$ cat config.mk
export PLATFORM = sky130hd
export DESIGN_NAME = mole_sequencer_flat
export DESIGN_NICKNAME = d
export VERILOG_FILES = /design/src/rtl/mole_pkg.sv /design/src/rtl/mole_sequencer_if.sv /design/src/rtl/lfsr8.sv /design/src/rtl/mole_sequencer.sv /design/src/flat_wrapper.sv
export SDC_FILE = /design/constraint.sdc
export NUM_CORES = 1
export LEC_CHECK = 0
export CAP_MARGIN = 20
export CORE_UTILIZATION = 50
export DETAILED_ROUTE_END_ITERATION = 12
export GPL_TIMING_DRIVEN = 0
export HOLD_SLACK_MARGIN = 0.06
export PLACE_DENSITY = 0.72
export RECOVER_POWER = 50
export SLEW_MARGIN = 20
export SYNTH_ARGS = -nofsm -noshare
export SYNTH_HDL_FRONTEND = slang
export SYNTH_HIERARCHICAL = 1
export SYNTH_SLANG_ARGS = --single-unit
export TNS_END_PERCENT = 10
$ cat constraint.sdc
create_clock -name MHz100_clk_i -period 6.9 [get_ports MHz100_clk_i]
set_input_delay 1.035 -clock MHz100_clk_i [delete_from_list [all_inputs] [get_ports MHz100_clk_i]]
set_output_delay 1.035 -clock MHz100_clk_i [all_outputs]
set_load 0.02 [all_outputs]
$ cat src/rtl/mole_pkg.sv
// Shared types and constants for the mole sequencer and its LFSR.
package mole_pkg;

  typedef enum logic [1:0] {IDLE, GAP, SHOW, DONE} state_e;

  localparam int unsigned NUM_MOLES = 5;

  // Fibonacci taps 8,6,5,4 mapped onto bits 7,5,4,3.
  localparam logic [7:0] LFSR_TAPS = 8'b1011_1000;

  function automatic logic [2:0] pick_index(input logic [7:0] rnd, input logic [2:0] prev);
    logic [2:0] idx;
    idx = 3'(rnd % 8'(NUM_MOLES));
    if (idx == prev) idx = (idx == 3'(NUM_MOLES - 1)) ? 3'd0 : idx + 3'd1;
    return idx;
  endfunction

endpackage

$ cat src/rtl/mole_sequencer_if.sv
// Player-facing signals of the mole sequencer: buttons/start in, LEDs and events out.
interface mole_sequencer_if;
  import mole_pkg::*;

  logic                 start_i;
  logic [NUM_MOLES-1:0] whack_i;
  logic [NUM_MOLES-1:0] LED_o;
  logic [4:0]           round_o;
  logic                 hit_o;
  logic                 miss_o;
  logic                 timeout_o;
  logic                 game_over_o;

  modport master (
    output start_i, whack_i,
    input  LED_o, round_o, hit_o, miss_o, timeout_o, game_over_o
  );

  modport slave (
    input  start_i, whack_i,
    output LED_o, round_o, hit_o, miss_o, timeout_o, game_over_o
  );

endinterface

$ cat src/rtl/lfsr8.sv
// Free-running 8-bit Fibonacci LFSR with a reset seed.
module lfsr8
  import mole_pkg::*;
#(
  parameter logic [7:0] SEED = 8'hA5
) (
  input  logic       clk,
  input  logic       rst_n,
  output logic [7:0] value_o
);

  logic [7:0] lfsr_q, lfsr_d;

  always_comb begin
    lfsr_d = {lfsr_q[6:0], ^(lfsr_q & LFSR_TAPS)};
  end

  always_ff @(posedge clk or negedge rst_n) begin
    if (!rst_n) lfsr_q <= SEED;
    else        lfsr_q <= lfsr_d;
  end

  assign value_o = lfsr_q;

endmodule

$ cat src/rtl/mole_sequencer.sv
// Whack-a-mole sequencer: chooses the lit mole, times it out, and counts rounds.
module mole_sequencer
  import mole_pkg::*;
#(
  parameter int unsigned TICK_DIV   = 50_000_000,
  parameter int unsigned SHOW_TICKS = 2,
  parameter int unsigned GAP_TICKS  = 1,
  parameter int unsigned NUM_ROUNDS = 30,
  parameter logic [7:0]  LFSR_SEED  = 8'hA5
) (
  input  logic            MHz100_clk_i,
  input  logic            reset_n_i,
  mole_sequencer_if.slave bus
);

  localparam int unsigned SHOW_DUR = SHOW_TICKS * TICK_DIV;
  localparam int unsigned GAP_DUR  = GAP_TICKS * TICK_DIV;
  localparam int unsigned MAX_DUR  = (SHOW_DUR > GAP_DUR) ? SHOW_DUR : GAP_DUR;
  localparam int unsigned CNT_W    = (MAX_DUR > 1) ? $clog2(MAX_DUR) : 1;
  localparam logic [CNT_W-1:0] SHOW_LAST  = CNT_W'(SHOW_DUR - 1);
  localparam logic [CNT_W-1:0] GAP_LAST   = CNT_W'(GAP_DUR - 1);
  localparam logic [4:0]       LAST_ROUND = 5'(NUM_ROUNDS);

  state_e               state_q, state_d;
  logic [CNT_W-1:0]     cnt_q, cnt_d;
  logic [NUM_MOLES-1:0] led_q, led_d;
  logic [NUM_MOLES-1:0] whack_q, whack_d;
  logic [4:0]           round_q, round_d;
  logic [2:0]           prev_q, prev_d;
  logic                 hit_q, hit_d;
  logic                 miss_q, miss_d;
  logic                 timeout_q, timeout_d;
  logic                 game_over_q, game_over_d;
  logic [7:0]           lfsr_value;
  logic [2:0]           idx;
  logic [NUM_MOLES-1:0] rise;

  lfsr8 #(.SEED(LFSR_SEED)) u_lfsr (
    .clk     (MHz100_clk_i),
    .rst_n   (reset_n_i),
    .value_o (lfsr_value)
  );

  assign rise = bus.whack_i & ~whack_q;

  always_comb begin
    state_d   = state_q;
    cnt_d     = cnt_q;
    led_d     = led_q;
    round_d   = round_q;
    prev_d    = prev_q;
    whack_d   = bus.whack_i;
    hit_d     = 1'b0;
    miss_d    = 1'b0;
    timeout_d = 1'b0;
    idx       = pick_index(lfsr_value, prev_q);

    unique case (state_q)
      IDLE, DONE: begin
        led_d = '0;
        if (bus.start_i) begin
          round_d = '0;
          cnt_d   = '0;
          state_d = GAP;
        end
      end
      GAP: begin
        led_d  = '0;
        miss_d = |rise;
        if (cnt_q == GAP_LAST) begin
          cnt_d = '0;
          if (round_q == LAST_ROUND) begin
            state_d = DONE;
          end else begin
            led_d   = NUM_MOLES'(1) << idx;
            prev_d  = idx;
            round_d = round_q + 5'd1;
            state_d = SHOW;
          end
        end else begin
          cnt_d = cnt_q + CNT_W'(1);
        end
      end
      SHOW: begin
        // A hit outranks both a stray press and expiry in the same cycle.
        if (|(rise & led_q)) begin
          hit_d   = 1'b1;
          led_d   = '0;
          cnt_d   = '0;
          state_d = GAP;
        end else if (|rise) begin
          miss_d = 1'b1;
          if (cnt_q != SHOW_LAST) cnt_d = cnt_q + CNT_W'(1);
        end else if (cnt_q == SHOW_LAST) begin
          timeout_d = 1'b1;
          led_d     = '0;
          cnt_d     = '0;
          state_d   = GAP;
        end else begin
          cnt_d = cnt_q + CNT_W'(1);
        end
      end
      default: begin
        led_d   = '0;
        cnt_d   = '0;
        state_d = IDLE;
      end
    endcase

    game_over_d = (state_d == DONE);
  end

  always_ff @(posedge MHz100_clk_i or negedge reset_n_i) begin
    if (!reset_n_i) begin
      state_q     <= IDLE;
      cnt_q       <= '0;
      led_q       <= '0;
      whack_q     <= '0;
      round_q     <= '0;
      prev_q      <= '0;
      hit_q       <= 1'b0;
      miss_q      <= 1'b0;
      timeout_q   <= 1'b0;
      game_over_q <= 1'b0;
    end else begin
      state_q     <= state_d;
      cnt_q       <= cnt_d;
      led_q       <= led_d;
      whack_q     <= whack_d;
      round_q     <= round_d;
      prev_q      <= prev_d;
      hit_q       <= hit_d;
      miss_q      <= miss_d;
      timeout_q   <= timeout_d;
      game_over_q <= game_over_d;
    end
  end

  assign bus.LED_o       = led_q;
  assign bus.round_o     = round_q;
  assign bus.hit_o       = hit_q;
  assign bus.miss_o      = miss_q;
  assign bus.timeout_o   = timeout_q;
  assign bus.game_over_o = game_over_q;

endmodule

$ cat src/flat_wrapper.sv
// flat-port wrapper written by rule: the top's interface ports become plain ports
module mole_sequencer_flat import mole_pkg::*;
#(
  parameter int unsigned TICK_DIV   = 50_000_000,
  parameter int unsigned SHOW_TICKS = 2,
  parameter int unsigned GAP_TICKS  = 1,
  parameter int unsigned NUM_ROUNDS = 30,
  parameter logic [7:0]  LFSR_SEED  = 8'hA5
)
  (MHz100_clk_i, reset_n_i, bus_start_i, bus_whack_i, bus_LED_o, bus_round_o, bus_hit_o, bus_miss_o, bus_timeout_o, bus_game_over_o);
  mole_sequencer_if bus_i ();
  input  logic MHz100_clk_i;
  input  logic reset_n_i;
  input wire logic [$bits(bus_i.start_i)-1:0] bus_start_i;
  input wire logic [$bits(bus_i.whack_i)-1:0] bus_whack_i;
  output wire logic [$bits(bus_i.LED_o)-1:0] bus_LED_o;
  output wire logic [$bits(bus_i.round_o)-1:0] bus_round_o;
  output wire logic [$bits(bus_i.hit_o)-1:0] bus_hit_o;
  output wire logic [$bits(bus_i.miss_o)-1:0] bus_miss_o;
  output wire logic [$bits(bus_i.timeout_o)-1:0] bus_timeout_o;
  output wire logic [$bits(bus_i.game_over_o)-1:0] bus_game_over_o;
  assign bus_i.start_i = bus_start_i;
  assign bus_i.whack_i = bus_whack_i;
  assign bus_LED_o = bus_i.LED_o;
  assign bus_round_o = bus_i.round_o;
  assign bus_hit_o = bus_i.hit_o;
  assign bus_miss_o = bus_i.miss_o;
  assign bus_timeout_o = bus_i.timeout_o;
  assign bus_game_over_o = bus_i.game_over_o;
  mole_sequencer #(.TICK_DIV(TICK_DIV), .SHOW_TICKS(SHOW_TICKS), .GAP_TICKS(GAP_TICKS), .NUM_ROUNDS(NUM_ROUNDS), .LFSR_SEED(LFSR_SEED)) u_core (.MHz100_clk_i(MHz100_clk_i), .reset_n_i(reset_n_i), .bus(bus_i));
endmodule
Word level (Yosys, flattened, before mapping)
Cells that the tools add are included.

Shift-type cells: 1. Reductions and logical operators: 10. $add $sub $neg: 3. Bitwise logic cells: 4. Equal/unequal tests: 16. Div/mod/pow operators: 1. Multiplexer cells: 35.

Operators with widths (number): 2-to-1 mux 27 bit (6); case mux 27 bit (3 select lines) (1); 2-to-1 mux 5 bit (8); adder 27 x 1 -> 27 bit, second input constant (1); == test 27 x 26 -> 1 bit, second input constant (1); == test 27 bit, second input constant (1); != test 27 bit, second input constant (1); case mux 5 bit (3 select lines) (1); bitwise AND 5 bit (2); 2-to-1 mux 2 bit (5); case mux 5 bit (2 select lines) (1); OR reduction 5 bit (2); 2-to-1 mux 1 bit (9); modulo 8 x 3 -> 8 bit, second input constant (1); XOR reduction 8 bit (1); == test 2 bit, second input constant (3); 2-to-1 mux 3 bit (2); case mux 2 bit (3 select lines) (1); adder 5 x 1 -> 5 bit, second input constant (1); == test 5 bit, second input constant (1); NOT 5 bit (1); left shift 1 x 3 -> 5 bit, first input constant (1); != test 2 bit, second input constant (2); != test 4 bit, second input constant (1); 15 further kinds (16).

Input bits: 8. Output and inout port bits: 14. Flip-flop bits (word level): 59. Word-level logic and storage cells: 81.

Longest topological paths before layout
Gate-level depths: netlist of the first run.

Word-level depth: 8. Mapped depth: 19. Depth with buffers taken out: 17.

Hierarchy
The synthesis of the first run kept the hierarchy.

Modules (own cells, without submodules): mole_sequencer (cells an instance 415, sequential area each 1276.2 um^2, area each 3691.0 um^2, instances 1); lfsr8 (cells an instance 18, sequential area each 205.2 um^2, area each 284.0 um^2, instances 1).

Least setup slack after synthesis of the first run
No wires, ideal clock.

Path type: register to register. From: reg u_core.u_lfsr.lfsr_q[2] (netlist: u_core/u_lfsr/value_o[2]). To: reg u_core.led_q[4] (netlist: u_core/bus.LED_o[4]). Path slack: 2.331 ns. Cell stages (with the launch flop): 20. Required time: 6.808 ns. Period minus slack after synthesis: 4.569 ns. Arrival time: 4.477 ns. Cells stage by stage: dfstp_2 -> buf_4 -> buf_6 -> or4b_1 -> o211ai_2 -> o31ai_4 -> o211a_4 -> ha_1 -> inv_1 -> o2111ai_1 -> a221oi_4 -> xnor2_1 -> ha_1 -> clkdlybuf4s15_1 -> nor4b_1 -> a221oi_2 -> and2_4 -> and4bb_1 -> or3_1 -> o31ai_2.

Longest elaborated chain between the ends: 8.

RTL lines: start: declaration (RTL line lfsr8.sv:12) `logic [7:0] lfsr_q, lfsr_d;`; start signal: assignment (RTL line lfsr8.sv:20) `else lfsr_q <= lfsr_d;`; modulo 8 x 3 -> 8 bit (*) (RTL line mole_pkg.sv:13) `idx = 3'(rnd % 8'(NUM_MOLES));`; adder 3 x 1 -> 3 bit or == test 3 bit (tied branches) (RTL line mole_pkg.sv:14) `if (idx == prev) idx = (idx == 3'(NUM_MOLES - 1)) ? 3'd0 : idx + 3'd1;`; 2-to-1 mux 3 bit (RTL line mole_pkg.sv:14); 2-to-1 mux 3 bit (*) (RTL line mole_pkg.sv:14); left shift 1 x 3 -> 5 bit (*) (RTL line mole_sequencer.sv:75) `led_d = NUM_MOLES'(1) << idx;`; 2-to-1 mux 5 bit (*) (RTL line mole_sequencer.sv:72) `if (round_q == LAST_ROUND) begin`; 2-to-1 mux 5 bit (*) (RTL line mole_sequencer.sv:70) `if (cnt_q == GAP_LAST) begin`; case mux 5 bit (3 select lines) (*) (RTL line mole_sequencer.sv:58) `unique case (state_q)`; end signal: assignment (RTL line mole_sequencer.sv:128) `led_q <= led_d;`; end: declaration (RTL line mole_sequencer.sv:26) `logic [NUM_MOLES-1:0] led_q, led_d;`.

Mark *: on every way between the ends. The rest lies on a longest branch, timed or not. A chain may end at the register's enable or synchronous reset.

Worst setup path in the final report of the first run
From: reg u_core.u_lfsr.lfsr_q[5] (netlist: u_core/u_lfsr/value_o[5]). To: reg u_core.led_q[4] (netlist: u_core/bus.LED_o[4]).

Same word-level chain as after synthesis.

==> impl_results.md, run 1 <==
* Adder-cell share of the synthesized area at between 2 and 3%
* H-tree depth at 3
* Measured slew at the worst slew-check pin at slightly above 3 ns
* Final WL at approximately 8300 um
* Worst endpoint data arrival time at between 5 and 6 ns
* P per Cell Area at ~180 nW/um2
* Post-synth top area share at 34.6%
* Via density at just under 6
* Final Util at 58.0%
* Avg Synthesized Cell Area at 9.18 um2
* Worst R2R Setup Slack at 1.82 ns
* Worst-path clk slew at 0.07 ns
* Initial antenna violation count at 0
* Crit path launch type: flip-flop
* Number of synthesized flops with an enable pin at 0
* Final slew viol count at 60
* Worst hold path stage count at 0
* Final period util at between 70 and 80%
* Worst Hold Endpoint: u_core/u_lfsr/value_o[7]
* Core Footprint at slightly below 8000 um2
* Largest family of logic cells by synthesized area: simple AND/OR/NAND/NOR gates
* Period minus WS final at 5.08 ns
* Hpwl dp at 6030 um
* Reg2reg path depth at 19
* DR pass1 iterations at 5
* # IOs at 22
* Hold_buf cts at 0
* Mux contribution to synthesized area at less than 1%
* Post-route ant nets at 0
* # fillers at approximately 700
* Fraction of registers with async set/reset at 100%
* Final setup viols at 0
* GR Overflow Total at 0
* Number of distinct library cells after synthesis at 85
* Antenna cells at 0
* GP Congestion at 0.883
* CTS tree: done
* Crit path max fanout at 10
* Drt drc at 0
* Layout cells sized above 1 at 12.8%
* Total GRT Usage at a little over a fifth
* Worst r2r src: u_core/u_lfsr/value_o[5]
* FMAX at between 0.15 and 0.2 GHz
* Post-layout nets at a little under 500
* Hold path start: u_core/u_lfsr/value_o[6]
* Top_reg_cell synth: dfrtp_1
* Hold_ws at 0.393 ns
* Floorplan row count at 32
* Final setup TNS at 0 ns
* Die extent in x at between 90 and 100 um
* Post-synth top cells: 55 x dfrtp_1, 36 x nor2_1, 35 x nand2_1, 30 x o21ai_0, 22 x nand3_1
* Via count at 3323
* Critical path type: flip-flop to flip-flop
* Post-synthesis simple-gate area fraction at roughly 27%
* Leading area contributor after synthesis: dfrtp_1
* WL/cell at about 15 um
* Type of the most critical hold path: flip-flop to flip-flop
* Data required, critical path at about 7 ns
* Max-cap violations at 1
* Largest net degree at the start of global routing at 60
* Root Driver: clkbuf_8
* Synth Net Count at 450
* Initial DRC Count at 130
* Buffers on Ports at 21
* Clock Latency Late Sink at around 0.33 ns
* Worst VDD drop at between 0.15 and 0.2 mV
* Mapped Cells at ~430
* Synthesized area at between 3000 and 4000 um2
* RSZ-0062 raised after global routing: false
* Total die area at around 8300 um2
* Clock tree buffer depth at 2
* Final count of hold timing violations at 0
* CTS buffer count at 9
* Slew headroom at -101%
* RR Endpoint: u_core/bus.LED_o[4]
* Endpoint class of the critical path: flip-flop
* Initial core utilization at between 50 and 60%
* Resized cells post-CTS at 0
* Number of synthesized register bits at 59
* Area Growth Syn to Fin at 12.7%
* Status: finished, violations left
* Post-CTS Setup Inserts at 0
* First-pass GRT wire length at about 14000 um
* Cell with the most instances after synthesis: dfrtp_1
* Synth Area in Compound Gates at between 10% and 20%
* Seq/Total Area, Yosys at 37.3%
* Post-Synth XOR/XNOR Area at 5.29%
* Vert. Die Dim at roughly 91 um
* P_leak at approximately 1.8 nW
* Vias in the first global route at approximately 3100
* Yosys Warn Count at 6
* CTS sink cnt at 59
* Top cells by area, synth: dfrtp_1 35%, o21ai_0 3.8%, xor2_1 3.5%
* Failing checks: max-capacitance violations, max-slew violations
* Clk_skew at ~0.012 ns
## registers in the layout, indices dropped and copies added, names as in the netlist
| name | count |
|---|---|
| u_core/bus.hit_o | 1 |
| u_core/bus.miss_o | 1 |
| u_core/state_q | 2 |
| u_core/prev_q | 3 |
| u_core/whack_q | 5 |
| u_core/bus.timeout_o | 1 |
| u_core/bus.LED_o | 5 |
| u_core/cnt_q | 27 |
| u_core/bus.game_over_o | 1 |
| u_core/u_lfsr/value_o | 8 |
| u_core/bus.round_o | 5 |
## worst max-delay path, stage by stage, from the launching register on
cell,delay (ns)
dfstp_1,0.56
buf_4,0.13
buf_6,0.12
nor2b_2,0.23
xnor2_1,0.14
a21oi_1,0.12
o211a_4,0.30
ha_1,0.22
inv_1,0.08
o2111ai_1,0.16
a221oi_4,0.42
xnor2_1,0.38
ha_1,0.27
clkdlybuf4s15_1,0.34
nor4b_1,0.11
a221oi_2,0.39
and2_4,0.23
and4bb_1,0.24
or3_1,0.36
o31ai_2,0.21
## area by class of cell
class	instances	area, um2	area share (%)
Clock inverter	3	15.0	0.335
Multi-Input combinational cell	329	2220	49.6
Tap cell	102	128	2.85
Inverter	18	67.6	1.51
Buffer	27	204	4.55
Sequential cell	59	1480	33.1
Clock buffer	13	159	3.55
Timing Repair Buffer	21	204	4.55
## metrics by stage
step | setup slack [ns] | power, mW | std cells | cell area [um2]
after floorplan | 2.33 | 0.474 | 433 | 3980
after global placement | 1.93 | 0.520 | 556 | 4310
after detailed placement | 1.88 | 0.526 | 556 | 4310
after CTS | 1.85 | 0.803 | 572 | 4480
after global routing | 1.49 | 0.838 | 572 | 4480
final | 1.82 | 0.794 | 572 | 4480
## report_power, final
group	internal, mW	leakage [nW]	switching (mW)
clock	0.148	0.0932	0.126
combinational	0.0468	0.959	0.107
sequential	0.358	0.795	0.00897
## cell families (layout without fill, tap and decap cells)
| family | count (synthesis) | count (layout) |
|---|---|---|
| buffers and inverters | 45 | 82 |
| AO/OA/AOI/OAI | 101 | 101 |
| flip-flops | 59 | 59 |
| XOR/XNOR | 24 | 24 |
| adder cells (fa/ha/maj) | 9 | 9 |
| multiplexers | 3 | 3 |
| AND/OR/NAND/NOR | 192 | 192 |
## metal layers
metal	vias to the layer above	GRT usage [%]	share of wire, %
li1	1629	-	-
met1	1627	27.3	47
met2	59	36.1	49
met3	8	4.36	3.1
met4	0	6.48	0.96
met5	-	0	0
## cell usage in the layout, fill, tap and decap left out, types with 5 or more instances in the layout
| master | count |
|---|---|
| dfrtp_1 | 55 |
| o31ai_1 | 8 |
| a21oi_1 | 10 |
| nand3_1 | 22 |
| clkdlybuf4s50_1 | 15 |
| xnor2_1 | 8 |
| nor2_1 | 36 |
| clkbuf_1 | 12 |
| dlygate4sd3_1 | 5 |
| nor2b_1 | 13 |
| nand2b_1 | 5 |
| clkbuf_8 | 13 |
| and3_1 | 12 |
| inv_1 | 18 |
| buf_4 | 8 |
| o21a_1 | 5 |
| nor3_1 | 14 |
| nand3b_1 | 5 |
| or3_1 | 6 |
| ha_1 | 9 |
| xor2_1 | 16 |
| buf_6 | 6 |
| a31oi_1 | 5 |
| nand4_1 | 10 |
| o21ai_0 | 30 |
| nand2_1 | 35 |
## how the worst max path moves through the flow
stage                     endpoint  slack (ns)  cells after the start                startpoint
6_report       u_core/bus.LED_o[4]        1.82                     19  u_core/u_lfsr/value_o[5]
5_1_grt        u_core/bus.LED_o[0]        1.49                     19  u_core/u_lfsr/value_o[5]
4_1_cts        u_core/bus.LED_o[4]        1.85                     19  u_core/u_lfsr/value_o[5]
3_5_place_dp   u_core/bus.LED_o[4]        1.88                     19  u_core/u_lfsr/value_o[5]
3_3_place_gp   u_core/bus.LED_o[4]        1.93                     19  u_core/u_lfsr/value_o[5]
2_1_floorplan  u_core/bus.LED_o[4]        2.33                     19  u_core/u_lfsr/value_o[2]
Note: power is estimated with default switching activity, not from simulation.
==> inputs of run 2 (changes only) <==
--- a/config.mk
+++ b/config.mk
@@ -10,7 +10,7 @@
 export DETAILED_ROUTE_END_ITERATION = 12
 export GPL_TIMING_DRIVEN = 0
 export HOLD_SLACK_MARGIN = 0.06
-export PLACE_DENSITY = 0.72
+export PLACE_DENSITY = 0.74
 export RECOVER_POWER = 50
 export SLEW_MARGIN = 20
 export SYNTH_ARGS = -nofsm -noshare
==> constraint.sdc (replaced) <==
create_clock -name MHz100_clk_i -period 4.2 [get_ports MHz100_clk_i]
set_input_delay 0.63 -clock MHz100_clk_i [delete_from_list [all_inputs] [get_ports MHz100_clk_i]]
set_output_delay 0.63 -clock MHz100_clk_i [all_outputs]
set_load 0.02 [all_outputs]
==> run 2 against run 1 <==
Critical path type unchanged; sequential power grew 64%; global-route usage up 0.99 points; clock skew fell by 0.0037 ns; highest routed layer unchanged; via count grew 3.3%; sequential cell count is the same; register-to-register slack got worse by 1.8 ns; core utilization rose by 5.6 points; largest power group unchanged; routed wire length increased by 10%; clock-buffer cell count unchanged; total power up 70%; fmax increased by 21%; the run now ends clean; worst hold slack got worse by 0.038 ns.
==> impl_results.md, run 2 (synthesized netlist as in run 1, its figures left out) <==
* Final slew viol count at 0
* Endpoint class of the critical path: flip-flop
* Critical Path Slowest Stage Cell: dfstp_2
* Reg2reg path depth at 18
* Die extent in x at a little over 90 um
* RSZ-0062 raised after global routing: true
* Crit path max fanout at 8
* Placed Instances at 556
* Placement Setup Slack at -0.403 ns
* Via count at 3433
* Setup ws final at around 0.013 ns
* Slowest stage delay, CP at 0.55 ns
* Post-route ant nets at 0
* Area occupied by multi-input gates at between 2000 and 2500 um2
* Initial DRC Count at 170
* DP Area at about 4300 um2
* # fillers at about 620
* Critical path type: flip-flop to flip-flop
* H-tree depth at 3
* Clk_skew at around 0.008 ns
* Post-layout nets at 507
* GR Overflow Total at 0
* Hpwl dp at around 6000 um
* P_leak at about 2 nW
* Final period util at around 100%
* Most frequent cells in the layout: 55 x dfrtp_1, 36 x nor2_1, 35 x nand2_1, 30 x buf_4, 29 x o21ai_0
* First-pass GRT wire length at between 10000 and 15000 um
* CTS buffer count at 9
* GP Congestion at 0.865
* Initial antenna violation count at 0
* Floorplan row count at 32
* Most frequent CP cell: buf_6
* Buffers on Ports at 21
* CTS tree: done
* DR pass1 iterations at 4
* Vert. Die Dim at about 90 um
* Type of the most critical hold path: primary input to asynchronous set/reset pin
* Finished Cell Area at ~4900 um2
* Final count of hold timing violations at 0
* Via density at approximately 5.8
* CTS sink cnt at just under 60
* Clock Latency Late Sink at around 0.33 ns
* Crit path launch type: flip-flop
* Largest net degree at the start of global routing at 60
* Final WL at roughly 9200 um
* Max-cap violations at 0
* Layout cells sized above 1 at a little under a quarter
* Worst r2r src: u_core/u_lfsr/value_o[5]
* Drt drc at 0
* Worst endpoint data arrival time at 4.43 ns
* Core Footprint at 7730 um2
* # IOs at 22
* Register Area at approximately 1500 um2
* Measured slew at the worst slew-check pin at 0.716 ns
* Worst R2R Setup Slack at approximately 0.013 ns
* Initial core utilization at between 50% and 60%
* Area Growth Syn to Fin at 23.5%
* Status: finished, final reports clean
* Period minus WS final at 4.19 ns
* WL/cell at 15.4 um
* P per Cell Area at between 200 and 300 nW/um2
* Commonest non-fill, non-tap cell in the layout: dfrtp_1
* Final setup viols at 0
* Clock tree buffer depth at 2
* Vias in the first global route at around 3200
* Worst-path clk slew at approximately 0.060 ns
* Total die area at slightly above 8000 um2
* Final Instance Count excl. Fillers at slightly below 600
* Total GRT Usage at roughly 22%
* Register bank with the most flops: u_core/cnt_q
* Data required, critical path at between 4 and 5 ns
* Root Driver: clkbuf_8
* Max reg flops at 27
* Slew headroom at a little over half
* Hold_buf cts at 0
* Critical path, cell by cell: buf_6 > nor2b_4 > xnor2_2 > a21oi_2 > o211a_4 > ha_4 > inv_4 > o2111ai_4 > a221oi_4 > xnor2_4 > ha_2 > buf_6 > nor4b_4 > a221oi_2 > and2_4 > and4bb_2 > or3_4 > o31ai_2
* RR Endpoint: u_core/bus.LED_o[4]
* Antenna cells at 0
* FMAX at ~0.24 GHz
* Worst VDD drop at 0.245 mV
==> run 2: changes by cell type in the layout (fill, tap and decap cells not counted), sizes merged <==
| cell | previous run | this run |
|---|---|---|
| clkinv | 3 | 1 |
| clkdlybuf4s15 | 1 | 0 |
| bufinv | 0 | 1 |
| buf | 15 | 40 |
| dlygate4sd3 | 5 | 1 |
| clkdlybuf4s50 | 15 | 19 |
| clkbuf | 25 | 26 |
==> run 2: area by class of cell <==
cell class	count	area share, %
clock inverters	2	0.713
inverters	18	1.43
well taps	102	2.60
multi-input cells	329	49.6
clock buffers	13	3.24
repair buffers	50	8.54
plain buffers	23	3.72
flip-flops and latches	59	30.2
==> run 2: how the worst max path moves through the flow <==
stage	from	end	slack [ns]	cells past startpoint
finish	u_core/u_lfsr/value_o[5]	u_core/bus.LED_o[4]	0.01	18
global route	u_core/u_lfsr/value_o[4]	u_core/bus.LED_o[4]	-0.18	19
CTS	u_core/u_lfsr/value_o[2]	u_core/bus.LED_o[2]	0.005	19
detailed placement	u_core/u_lfsr/value_o[4]	u_core/bus.LED_o[2]	-0.40	19
global placement	u_core/u_lfsr/value_o[5]	u_core/bus.LED_o[4]	-0.29	19
floorplan	u_core/u_lfsr/value_o[2]	u_core/bus.LED_o[4]	0.006	19
==> run 2: critical path: cells and delay by family (launching register included) <==
family                     cells  cell delay [ns]
AOI/OAI and AO/OA              6             1.41
and+or+nand+nor                5             1.13
DFF                            1             0.55
adders and majority gates      2             0.37
xor gates and xnor gates       2             0.33
buffers and inverters          3             0.31
==> run 2: timing repair <==
| action | 4_1_cts | 5_1_grt |
|---|---|---|
| gates resized for setup | 17 | 18 |
| cloned | 0 | 1 |
| endpoints found under the setup margin | 7 | 7 |
| pin swaps | 17 | 18 |
| setup buffers | 11 | 17 |
==> run 2: per-layer routing <==
metal	track usage [%]	routed length, um	vias to the layer above
li1	-	-	1677
met1	29.1	4170	1672
met2	36.9	4600	68
met3	4.69	274	16
met4	7.01	131	0
met5	0	0	-
==> run 2: per-stage QoR <==
| stage | power (mW) | hold WS (ns) | util [%] | setup TNS (ns) |
|---|---|---|---|---|
| detailed placement | 0.860 | 0.366 | 56.2 | -2.39 |
| finish | 1.35 | 0.356 | 63.6 | 0 |
| CTS | 1.37 | 0.377 | 61.1 | 0 |
| global placement | 0.854 | 0.359 | 56.2 | -1.42 |
| floorplan | 0.778 | 0.334 | - | 0 |
| global route | 1.43 | 0.413 | 63.6 | -0.609 |
==> run 2: power breakdown <==
| part | total, mW | internal [mW] | switching [mW] |
|---|---|---|---|
| clock | 0.506 | 0.303 | 0.203 |
| combinational | 0.245 | 0.0779 | 0.167 |
| sequential | 0.603 | 0.588 | 0.0150 |
